$ cat src/rtl/n16_fft_pkg.sv
// n16_fft_pkg: shared constants and helpers for the 16-point radix-4 FFT and its output reorder stage
package n16_fft_pkg;
  localparam int N_POINT = 16;
  localparam int LOG4_N = 2;
  typedef enum logic {S_IDLE, S_READ} rd_state_t;
  // Output width of the FFT core: input width + twiddle width + radix-4 growth
  function automatic int out_width(input int dw, input int ww);
    return dw + ww + 2;
  endfunction
  // Base-4 digit reversal of a 2-digit index p = 4a+b -> 4b+a
  function automatic logic [3:0] digit_rev4(input logic [3:0] p);
    return {p[1:0], p[3:2]};
  endfunction
endpackage

$ cat src/rtl/n16_reorder_bank.sv
// n16_reorder_bank: simple dual-port memory, synchronous write and registered synchronous read
module n16_reorder_bank #(
  parameter int W  = 36,
  parameter int AW = 5
) (
  input  logic          clk,
  input  logic          i_rst,
  input  logic          i_we,
  input  logic [AW-1:0] i_waddr,
  input  logic [W-1:0]  i_wdata,
  input  logic          i_re,
  input  logic [AW-1:0] i_raddr,
  output logic [W-1:0]  o_rdata
);
  logic [W-1:0] r_mem [2**AW];
  // Write port
  always_ff @(posedge clk)
    if (i_we) r_mem[i_waddr] <= i_wdata;
  // Registered read port; cleared on reset so the block outputs come up as zero
  always_ff @(posedge clk)
    if (i_rst) o_rdata <= '0;
    else if (i_re) o_rdata <= r_mem[i_raddr];
endmodule

$ cat src/rtl/n16_fft_out_reorder.sv
// n16_fft_out_reorder: restores natural bin order of the 16-point FFT result stream using ping-pong banks.
// Optional macro N16_REORDER_INDEX_EN adds xk_index_o, the bin index aligned with data_out_valid_o.
module n16_fft_out_reorder
  import n16_fft_pkg::*;
#(
  parameter int DATA_WIDTH = 8,
  parameter int Wn_WIDTH   = 8,
  parameter int N_POINT    = 16,
  localparam int OUT_WIDTH = out_width(DATA_WIDTH, Wn_WIDTH)
) (
  input  logic                        sys_clk_i,
  input  logic                        rst_i,
  input  logic                        data_in_valid_i,
  input  logic signed [OUT_WIDTH-1:0] xk_real_i,
  input  logic signed [OUT_WIDTH-1:0] xk_imag_i,
  output logic                        data_out_valid_o,
  output logic signed [OUT_WIDTH-1:0] xk_real_o,
  output logic signed [OUT_WIDTH-1:0] xk_imag_o,
  output logic                        sof_o
`ifdef N16_REORDER_INDEX_EN
  ,
  output logic [3:0]                  xk_index_o
`endif
);
  if (N_POINT != n16_fft_pkg::N_POINT) begin : g_bad_n
    $error("n16_fft_out_reorder supports N_POINT=16 only");
  end
  localparam int AW = 2 * LOG4_N;
  logic [AW-1:0]          r_wr_cnt;
  logic                   r_wr_bank;
  logic [1:0]             r_full;
  logic                   r_rd_bank;
  logic [AW-1:0]          r_rd_addr;
  rd_state_t              r_state;
  logic                   r_valid;
  logic                   r_sof;
  logic                   w_rd_en;
  logic                   w_rd_last;
  logic                   w_wr_last;
  logic [1:0]             w_set;
  logic [1:0]             w_clr;
  logic [2*OUT_WIDTH-1:0] w_rdata;
  assign w_rd_en   = r_state == S_READ;
  assign w_rd_last = w_rd_en && r_rd_addr == 4'd15;
  assign w_wr_last = data_in_valid_i && r_wr_cnt == 4'd15;
  assign w_set     = w_wr_last ? 2'b01 << r_wr_bank : 2'b00;
  assign w_clr     = w_rd_last ? 2'b01 << r_rd_bank : 2'b00;
  // Writer: counts accepted samples, scatters them to digit-reversed addresses, marks a bank full per frame
  always_ff @(posedge sys_clk_i)
    if (rst_i) begin
      r_wr_cnt  <= '0;
      r_wr_bank <= 1'b0;
      r_full    <= '0;
    end else begin
      if (data_in_valid_i) r_wr_cnt <= r_wr_cnt + 4'd1;
      if (w_wr_last) r_wr_bank <= ~r_wr_bank;
      r_full <= (r_full & ~w_clr) | w_set;
    end
  // Reader: sweeps addresses 0..15 of the older bank, chaining straight into the other bank when it is ready
  always_ff @(posedge sys_clk_i)
    if (rst_i) begin
      r_state   <= S_IDLE;
      r_rd_bank <= 1'b0;
      r_rd_addr <= '0;
      r_valid   <= 1'b0;
      r_sof     <= 1'b0;
`ifdef N16_REORDER_INDEX_EN
      xk_index_o <= '0;
`endif
    end else begin
      r_valid <= w_rd_en;
      r_sof   <= w_rd_en && r_rd_addr == '0;
`ifdef N16_REORDER_INDEX_EN
      xk_index_o <= w_rd_en ? r_rd_addr : '0;
`endif
      if (r_state == S_IDLE) begin
        r_rd_addr <= '0;
        if (|r_full) r_state <= S_READ;
      end else begin
        r_rd_addr <= r_rd_addr + 4'd1;
        if (w_rd_last) begin
          r_rd_bank <= ~r_rd_bank;
          r_state   <= r_full[~r_rd_bank] ? S_READ : S_IDLE;
        end
      end
    end
  n16_reorder_bank #(.W(2 * OUT_WIDTH), .AW(AW + 1)) u_bank (
    .clk     (sys_clk_i),
    .i_rst   (rst_i),
    .i_we    (data_in_valid_i),
    .i_waddr ({r_wr_bank, digit_rev4(r_wr_cnt)}),
    .i_wdata ({xk_real_i, xk_imag_i}),
    .i_re    (w_rd_en),
    .i_raddr ({r_rd_bank, r_rd_addr}),
    .o_rdata (w_rdata)
  );
  assign xk_real_o        = w_rdata[2*OUT_WIDTH-1 -: OUT_WIDTH];
  assign xk_imag_o        = w_rdata[OUT_WIDTH-1:0];
  assign data_out_valid_o = r_valid;
  assign sof_o            = r_sof;
`ifndef SYNTHESIS
  // The writer must never land on a bank whose frame has not been fully read out
  a_no_overwrite: assert property (@(posedge sys_clk_i) disable iff (rst_i)
    !(data_in_valid_i && r_full[r_wr_bank] && !w_clr[r_wr_bank]));
`endif
endmodule

$ cat config.mk
export PLATFORM = sky130hd
export DESIGN_NAME = n16_fft_out_reorder
export DESIGN_NICKNAME = d
export VERILOG_FILES = /design/src/rtl/n16_fft_pkg.sv /design/src/rtl/n16_reorder_bank.sv /design/src/rtl/n16_fft_out_reorder.sv
export SDC_FILE = /design/constraint.sdc
export NUM_CORES = 1
export LEC_CHECK = 0
export BUFFER_PORTS_ARGS = -buffer_cell sky130_fd_sc_hd__buf_2
export CAP_MARGIN = 40
export CELL_PAD_IN_SITES_DETAIL_PLACEMENT = 0
export CELL_PAD_IN_SITES_GLOBAL_PLACEMENT = 1
export CORE_MARGIN = 5
export CORE_UTILIZATION = 40
export CTS_CLUSTER_DIAMETER = 40
export DETAILED_ROUTE_END_ITERATION = 6
export PLACE_DENSITY_LB_ADDON = 0.1
export SYNTH_ARGS = -nofsm -noshare
export SYNTH_HDL_FRONTEND = slang
export SYNTH_HIERARCHICAL = 1
export SYNTH_SLANG_ARGS = --single-unit
$ cat constraint.sdc
create_clock -name sys_clk_i -period 4.55 [get_ports sys_clk_i]
set_input_delay 0.91 -clock sys_clk_i [delete_from_list [all_inputs] [get_ports sys_clk_i]]
set_output_delay 0.91 -clock sys_clk_i [all_outputs]
set_load 0.005 [all_outputs]
# After elaboration in Yosys (flattened, before gate mapping)

Memory sizes are Yosys's and may differ from the RTL's. A register that Yosys moved wholly into a read port is not among the register bits.
Cells that the tools add are included.

Output and inout bits: 38
Input bits: 39
Word-level logic and storage cells: 39
RAM bits: 1152
Memories kept: 1
Flip-flop bits (word level): 15

Memories:

| name         | depth | bits a word | read ports | clocked after memory_dff | write ports | line                   | RTL |
|---|---|---|---|---|---|---|---|
| u_bank.r_mem | 32    | 36          | 1          | 1                        | 1           | n16_reorder_bank.sv:15 | `logic [W-1:0] r_mem [2**AW];` |

Shift operators: 2
Multiplexer cells: 10
$lt $le $gt $ge: 1
Add/sub/neg operators: 2
Equal/unequal tests: 2
Bitwise operators: 6
Reductions and logical operators: 7

Operator list:

| cell                | number |
|---|---|
| $add 4x1->4 const B | 2 |
| $eq 4x4->1 const B  | 2 |
| $mux 1              | 8 |
| $logic_not 4->1     | 1 |
| $mux 2              | 2 |
| $reduce_or 2->1     | 2 |
| $shl 1x1->2 const A | 2 |
| $logic_and 1x1->1   | 3 |
| $not 1->1           | 3 |
| $and 2x2->2         | 1 |
| $lt 1x2->1 const B  | 1 |
| $not 2->2           | 1 |
| $or 2x2->2          | 1 |
| $reduce_and 2->1    | 1 |

# Depth between registers and ports, before layout

Gate-level depths: netlist of run 1.

Depth in word-level cells: 6
Depth in mapped cells: 8
Depth with buffers taken out: 5

# Cells and area by module

The synthesis of run 1 kept the hierarchy.

Modules (own cells, without submodules):

| module              | times used | cells an instance | area an instance (µm²) | seq. area each (µm²) |
|---|---|---|---|---|
| n16_reorder_bank    | 1          | 2512              | 45995.4                | 35313.9 |
| n16_fft_out_reorder | 1          | 59                | 585.6                  | 300.3 |

# Least setup slack after synthesis of run 1

No wires, ideal clock.

Path kind: input port to flip-flop
Start point: input data_in_valid_i
End point: memory u_bank.r_mem[28][0], enable pin
Arrival time: 3063 ps
Cell stages on the path: 3
Setup slack: 1058 ps
Data required time: 4121 ps
Cell sequence: or3b_2 > clkbuf_1 > nor2_1

Word-level cells in the longest chain between the ends: 2

RTL lines:

| item                         | line                      | RTL |
|---|---|---|
| from (decl)                  | n16_fft_out_reorder.sv:13 | `input logic data_in_valid_i,` |
| $mux 1                       | n16_reorder_bank.sv:18    | `if (i_we) r_mem[i_waddr] <= i_wdata;` |
| $mux 1 (implied by the code) | n16_reorder_bank.sv:18    |  |
| to (decl)                    | n16_reorder_bank.sv:15    |  |

Every way passes these cells.

==> impl_metrics.py, run 1 <==
metrics = {
    "run_status": {
        "status": "finished clean",
    },
    "clocking": {
        "clk_pin_slew_ns": 0.05,
        "cts_hold_buf": 0,
        "cts-root-buf": "clkbuf_16",
        "cts_sinks": 1203,
        "ctsResizeCount": 0,
        "clockBufferDepth": 3,
        "post_cts_buffers": 0,
        "cts_made_buffers": 170,
        "cts-htree-levels": 4,
        "cts_tree": "built",
        "insertion_delay_ns": 0.76,
    },
    "global_routing": {
        "grt_max_degree": 72,
        "grt_pass1_vias": 25000,
        "overflow": 0,
        "track_usage_pct": 19.6,
        "grt_pass1_wl_mm": 174,
        "antenna_found_initial": 2,
    },
    "placement": {
        "port_buffers": 76,
        "dpl_cell_area_mm2": 0.0492,
        "routabilityCongestion": 0.735,
        "dp_hpwl_mm": 66.6,
        "dp.cells": 4094,
    },
    "pwr": {
        "p_per_area_mw_per_mm2": 474,
        "seq_power_share_pct": 46.8,
        "leakagePower_nw": 16.5,
        "internal_power_mw": 20.9,
        "switchingPower_mw": 5.23,
        "vdd.ir_drop.worst_v": 0.000512,
        "combPwrFrac_pct": 1.5,
        "power.share.switching_pct": 20.0,
        "clockPowerShare_pct": 51.8,
    },
    "drt": {
        "drt_iter0_markers": 1839,
        "dr.pass1.iters": 6,
        "ant_nets": 0,
        "vias": 24100,
        "drc": 0,
        "routedWlPerCell_um": 27.7,
        "via_per_inst": 5.46,
        "routed_wl_mm": 122,
    },
    "synth": {
        "synth-seq-area-share_pct": 76.5,
        "synthTopCellsByArea": "edfxtp_1, mux2i_1, a22oi_1",
        "netlist_instances": 2571,
        "synth_area_mm2": 0.0466,
        "synth_cell_types": 37,
        "yosysWarnings": 6,
        "ys_seq_elements": 1203,
        "avgSynthCellArea_um2": 18.1,
        "yosys.area.top_type_share_pct": 74.3,
        "synth_area_leader_cell": "edfxtp_1",
        "ys.flop_type": "edfxtp_1",
        "synth-async-reset-ratio_pct": 0,
        "synth.net_count": 2613,
        "synth_edf_count": 1152,
    },
    "die": {
        "io_pins": 77,
        "initial_utilization_pct": 40.2,
        "coreArea_mm2": 0.116,
        "fp-row-count": 125,
        "die_area_mm2": 0.123,
        "die_w_um": 351,
        "dieHeight_um": 351,
    },
    "critical_path": {
        "start_kind": "register",
        "criticalPathCategory": "reg -> reg",
        "cp-startpoint": "r_rd_addr[0]$_SDFF_PP0_",
        "cp.arrival_ns": 3.52,
        "r2r-start": "r_rd_addr[0]$_SDFF_PP0_",
        "endpoint_kind": "register",
        "crit_required_ns": 5.22,
        "worstPathMaxFanout": 71,
    },
    "run": {
        "maxCapViolations": 0,
    },
    "sta": {
        "finalCriticalPeriod_ns": 2.85,
        "drv_slew": 0,
        "hold_violations": 0,
        "skew_ns": 0.0327,
        "final-setup-viol-count": 0,
        "tightest_slew_ns": 0.889,
        "rsz0062_at_grt": "false",
        "fmax_mhz": 351,
        "slew_headroom_pct": 40.5,
        "post-route-period-util_pct": 62.6,
        "hold_slack_ns": 0.496,
        "fin_setup_tns_ns": 0,
    },
    "finish": {
        "multi_input_area_mm2": 0.0103,
        "syn2layout_area_growth_pct": 18.5,
        "n_antenna_cell": 0,
        "drive_gt1_share_pct": 18.0,
        "fill_cells": 9700,
        "fin_area_mm2": 0.0552,
        "seqCellArea_mm2": 0.0356,
        "fin_cells": 4409,
        "fin_util_pct": 47.6,
        "layout.nets": 2784,
    },
    "worst_hold_path": {
        "min-delay-start": "r_full[0]$_SDFF_PP0_",
        "hp-class": "reg -> reg",
    },
}
-- Yosys cell counts (2+ instances only) --
cell type	n
o21ai_1	2
a22oi_1	288
edfxtp_1	1152
buf_4	39
nand3b_1	5
inv_1	5
nor2b_1	2
nand4_1	2
mux2i_1	577
a211oi_2	36
nand3_1	3
ha_1	3
dfxtp_1	51
nand2_1	4
nor3_1	3
nor2_1	78
and2_1	2
buf_1	16
nand2b_1	3
xor2_1	3
clkbuf_1	69
clkbuf_4	3
or3b_2	3
xnor2_1	3
or4_1	36
a21oi_1	147
buf_2	7
buf_6	20
-- cell families after synthesis --
group	share of synthesized area (%)
flip-flops	76.5
AO/OA/AOI/OAI	7.21
multiplexers	12.4
XOR/XNOR	0.113
adder cells (fa/ha/maj)	0.0806
AND/OR/NAND/NOR	1.71
buffers and inverters	2.04
-- per-layer routing --
layer	global-route usage, %	vias to the layer above	part of all wire, %
li1	-	10800	-
met1	26.4	12600	44
met2	33.5	535	50
met3	3.14	183	3.9
met4	5.38	2	2.0
met5	0	-	0.011
-- stage by stage --
step / worst slack, ns / total power, mW
2_1_floorplan: 1.06 / 12.6
4_1_cts: 1.69 / 26.4
3_3_place_gp: 1.24 / 12.8
6_report: 1.70 / 26.1
5_1_grt: 1.62 / 27.0
3_5_place_dp: 1.20 / 12.8
-- power by group through the flow --
stage	sequential, mW	combinational (mW)	clock (mW)
after floorplan	12.4	0.120	0
after global placement	12.4	0.386	0
after detailed placement	12.4	0.399	0
after CTS	12.2	0.400	13.8
after global routing	12.2	0.423	14.3
final	12.2	0.383	13.5
-- flip-flops by register name, summed over array words and instances, names as in the netlist --
name / flops
sof_o: 1
u_bank/o_rdata: 36
data_out_valid_o: 1
r_full: 2
r_rd_addr: 4
u_bank/r_mem: 1152
r_state: 1
r_wr_cnt: 4
r_rd_bank: 1
r_wr_bank: 1
-- final timing paths --
path / endpoint / slack, ns / cells after the start
worst min-delay path: r_full[0]$_SDFF_PP0_ / 0.50 / 2
worst max-delay path: u_bank/o_rdata[2]$_SDFFE_PP0P_ / 1.70 / 6
worst min register to register: r_full[0]$_SDFF_PP0_ / 0.50 / 2
worst max register to register: u_bank/o_rdata[2]$_SDFFE_PP0P_ / 1.70 / 6
-- worst max-delay path: stages (launching register included) --
cell and delay [ns]:
dfxtp_4 0.71, buf_12 0.45, mux2i_1 0.15, a22oi_1 0.32, a21oi_1 0.15, or4_1 0.61
a211oi_2 0.24
-- cell type report --
cell class / instances / share of cell area (%)
clock buffers: 204 / 8.26
clock inverters: 111 / 2.57
inverters: 5 / 0.0340
multi-input cells: 1207 / 18.6
flip-flops and latches: 1203 / 64.6
well taps: 1524 / 3.46
repair buffers: 155 / 2.48
-- cell usage in the layout (no fill, tap or decap), types with 2 or more instances in the layout --
cell	count
edfxtp_1	1152
dfxtp_4	2
nor2_1	45
nor2_4	33
a21oi_1	147
a22oi_1	288
mux2i_1	577
or3b_2	3
inv_6	10
xnor2_1	3
clkbuf_16	176
clkbuf_8	5
nand3b_1	5
bufinv_16	25
or4_1	36
buf_12	29
ha_1	3
xor2_1	3
clkbuf_1	23
nand2b_2	2
buf_4	49
a211oi_2	36
inv_1	5
clkinvlp_4	21
nand3_1	3
inv_16	2
clkinv_1	11
nor3_1	3
clkinv_16	3
nand4_1	2
dfxtp_1	49
o21ai_1	2
nand2_1	3
nor2b_4	2
clkinv_4	10
buf_2	75
clkinv_2	27
No activity file was read; power rests on OpenSTA's default activity.
==> run 2, diff against run 1 <==
==> constraint.sdc (replaced) <==
create_clock -name sys_clk_i -period 2.49 [get_ports sys_clk_i]
set_input_delay 0.498 -clock sys_clk_i [delete_from_list [all_inputs] [get_ports sys_clk_i]]
set_output_delay 0.498 -clock sys_clk_i [all_outputs]
set_load 0.005 [all_outputs]
==> run 2 against run 1 <==
Compared with the run above: clock skew is 0.0065 ns higher; highest routed layer unchanged; hold slack got worse by 0.43 ns; largest power group unchanged; sequential share of layout area is 1.2 points lower; die area unchanged; critical endpoint is now u_bank/o_rdata[0]$_SDFFE_PP0P_; total power grew 77%; count of clock-buffer cells in the layout down 3.
==> impl_metrics.py, run 2 (same netlist as run 1, synthesis figures left out) <==
metrics = {
    "drt": {
        "routedWlPerCell_um": 29.8,
        "dr.pass1.iters": 5,
        "routed_wl_mm": 134,
        "drt_iter0_markers": 1888,
        "via_per_inst": 5.59,
        "drc": 0,
        "ant_nets": 0,
        "vias": 25100,
    },
    "sta": {
        "rsz0062_at_grt": "false",
        "skew_ns": 0.0392,
        "hold_violations": 0,
        "final-setup-viol-count": 0,
        "fmax_mhz": 425,
        "finalCriticalPeriod_ns": 2.35,
        "slew_headroom_pct": 59.3,
        "tightest_slew_ns": 0.611,
        "drv_slew": 0,
        "hold_slack_ns": 0.0665,
        "fin_ws_ns": 0.135,
        "post-route-period-util_pct": 94.6,
    },
    "die": {
        "io_pins": 77,
        "die_w_um": 351,
        "die_area_mm2": 0.123,
        "dieHeight_um": 351,
        "coreArea_mm2": 0.116,
        "fp-row-count": 125,
        "initial_utilization_pct": 40.2,
    },
    "placement": {
        "port_buffers": 76,
        "dpl_cell_area_mm2": 0.0506,
        "routabilityCongestion": 0.741,
        "dp_hpwl_mm": 71.8,
        "preCtsSetupSlack_ns": 0.0115,
    },
    "finish": {
        "syn2layout_area_growth_pct": 20.7,
        "fill_cells": 9624,
        "seqCellArea_mm2": 0.0356,
        "fin_area_mm2": 0.0562,
        "final_cell_mix": "edfxtp_1, mux2i_1, a22oi_1",
        "fin_util_pct": 48.5,
        "layout.nets": 2866,
        "largest_reg_flops": 1152,
        "drive_gt1_share_pct": 19.8,
        "final_common_cell": "edfxtp_1",
        "top_register": "u_bank/r_mem",
        "top_regs": "u_bank/r_mem x1152, u_bank/o_rdata x36",
        "multi_input_area_mm2": 0.0103,
    },
    "worst_hold_path": {
        "whs_path_depth": 2,
        "hp-class": "in -> reg",
    },
    "critical_path": {
        "crit_family": "simple AND/OR/NAND/NOR gates",
        "endpoint_kind": "register",
        "cp.arrival_ns": 3.02,
        "criticalPathCategory": "reg -> reg",
        "crit_required_ns": 3.16,
        "crit_path_frequent_cell": "buf_12",
        "path_buf_inv": 2,
        "slowest_delay_ns": 0.57,
        "r2r_cells": 7,
        "path_cells": "buf_12, buf_12, mux2i_1, a22oi_1, a21oi_1, or4_1, a211oi_2",
        "worstPathMaxFanout": 28,
        "worst-path-stages": 7,
        "start_kind": "register",
        "worst_path_max_delay_cell": "or4_1",
    },
    "pwr": {
        "leakagePower_nw": 16.9,
        "total_power_mw": 46.3,
        "p_per_area_mw_per_mm2": 823,
        "vdd.ir_drop.worst_v": 0.000523,
    },
    "clocking": {
        "cts-htree-levels": 4,
        "cts_tree": "built",
        "clockBufferDepth": 3,
        "cts_sinks": 1203,
        "cts_made_buffers": 168,
        "ctsResizeCount": 0,
        "cts-root-buf": "clkbuf_16",
        "clk_pin_slew_ns": 0.05,
        "insertion_delay_ns": 0.78,
    },
    "global_routing": {
        "track_usage_pct": 21.7,
        "grt_pass1_vias": 25900,
        "overflow": 0,
        "antenna_found_initial": 4,
        "grt_max_degree": 57,
        "grt_pass1_wl_mm": 190,
    },
    "run": {
        "maxCapViolations": 0,
    },
    "run_status": {
        "status": "finished clean",
    },
}
==> run 2: changes by cell type in the layout (fill, tap and decap cells not counted), moves of 4 or more <==
cell       delta
clkinv_1     +10
buf_4        +20
buf_12       +66
inv_8         +5
clkbuf_16     -4
bufinv_16    -12
clkinv_2      -6
clkbuf_1      +4
==> run 2: path summary, 6_finish.rpt <==
kind,to,startpoint,slack [ns]
worst max-delay path,u_bank/o_rdata[0]$_SDFFE_PP0P_,r_rd_addr[0]$_SDFF_PP0_,0.14
worst min-delay path,u_bank/o_rdata[19]$_SDFFE_PP0P_,rst_i,0.07
worst max register to register,u_bank/o_rdata[0]$_SDFFE_PP0P_,r_rd_addr[0]$_SDFF_PP0_,0.14
worst min register to register,r_full[1]$_SDFF_PP0_,r_full[1]$_SDFF_PP0_,0.52
==> run 2: layout make-up <==
| class | instances | area share, % |
|---|---|---|
| Clock inverter | 111 | 2.05 |
| Sequential cell | 1203 | 63.4 |
| Antenna cell | 2 | 0.00890 |
| Clock buffer | 201 | 7.88 |
| Multi-Input combinational cell | 1207 | 18.3 |
| Tap cell | 1524 | 3.39 |
| Timing Repair Buffer | 239 | 4.97 |
| Inverter | 5 | 0.0334 |
==> run 2: through the flow <==
| stage | setup TNS [ns] | instances |
|---|---|---|
| final | 0 | 4492 |
| after global routing | 0 | 4490 |
| after global placement | 0 | 4174 |
| after CTS | 0 | 4490 |
| after detailed placement | 0 | 4174 |
| after floorplan | -283.70 | 2571 |
==> run 2: report_power, final <==
| group | internal [mW] | switching, mW | leakage (nW) |
|---|---|---|---|
| registers | 22.3 | 0.0368 | 10.8 |
| clock network | 14.2 | 9.03 | 2.67 |
| logic | 0.172 | 0.521 | 3.47 |
| total | 36.7 | 9.59 | 16.9 |
==> run 2: what timing repair did <==
action                                  4_1_cts  5_1_grt
endpoints found under the setup margin        1        0
setup buffers                                 4        0
hold endpoints to repair                      0        0
hold buffers                                  0        0
==> run 2: routing by layer <==
| metal | track usage (%) | part of all wire, % | vias up |
|---|---|---|---|
| met4 | 5.49 | 2.0 | 6 |
| met5 | 0 | 0.031 | - |
| li1 | - | - | 11000 |
| met3 | 3.56 | 4.8 | 189 |
| met2 | 35.8 | 49 | 687 |
| met1 | 30.2 | 45 | 13300 |
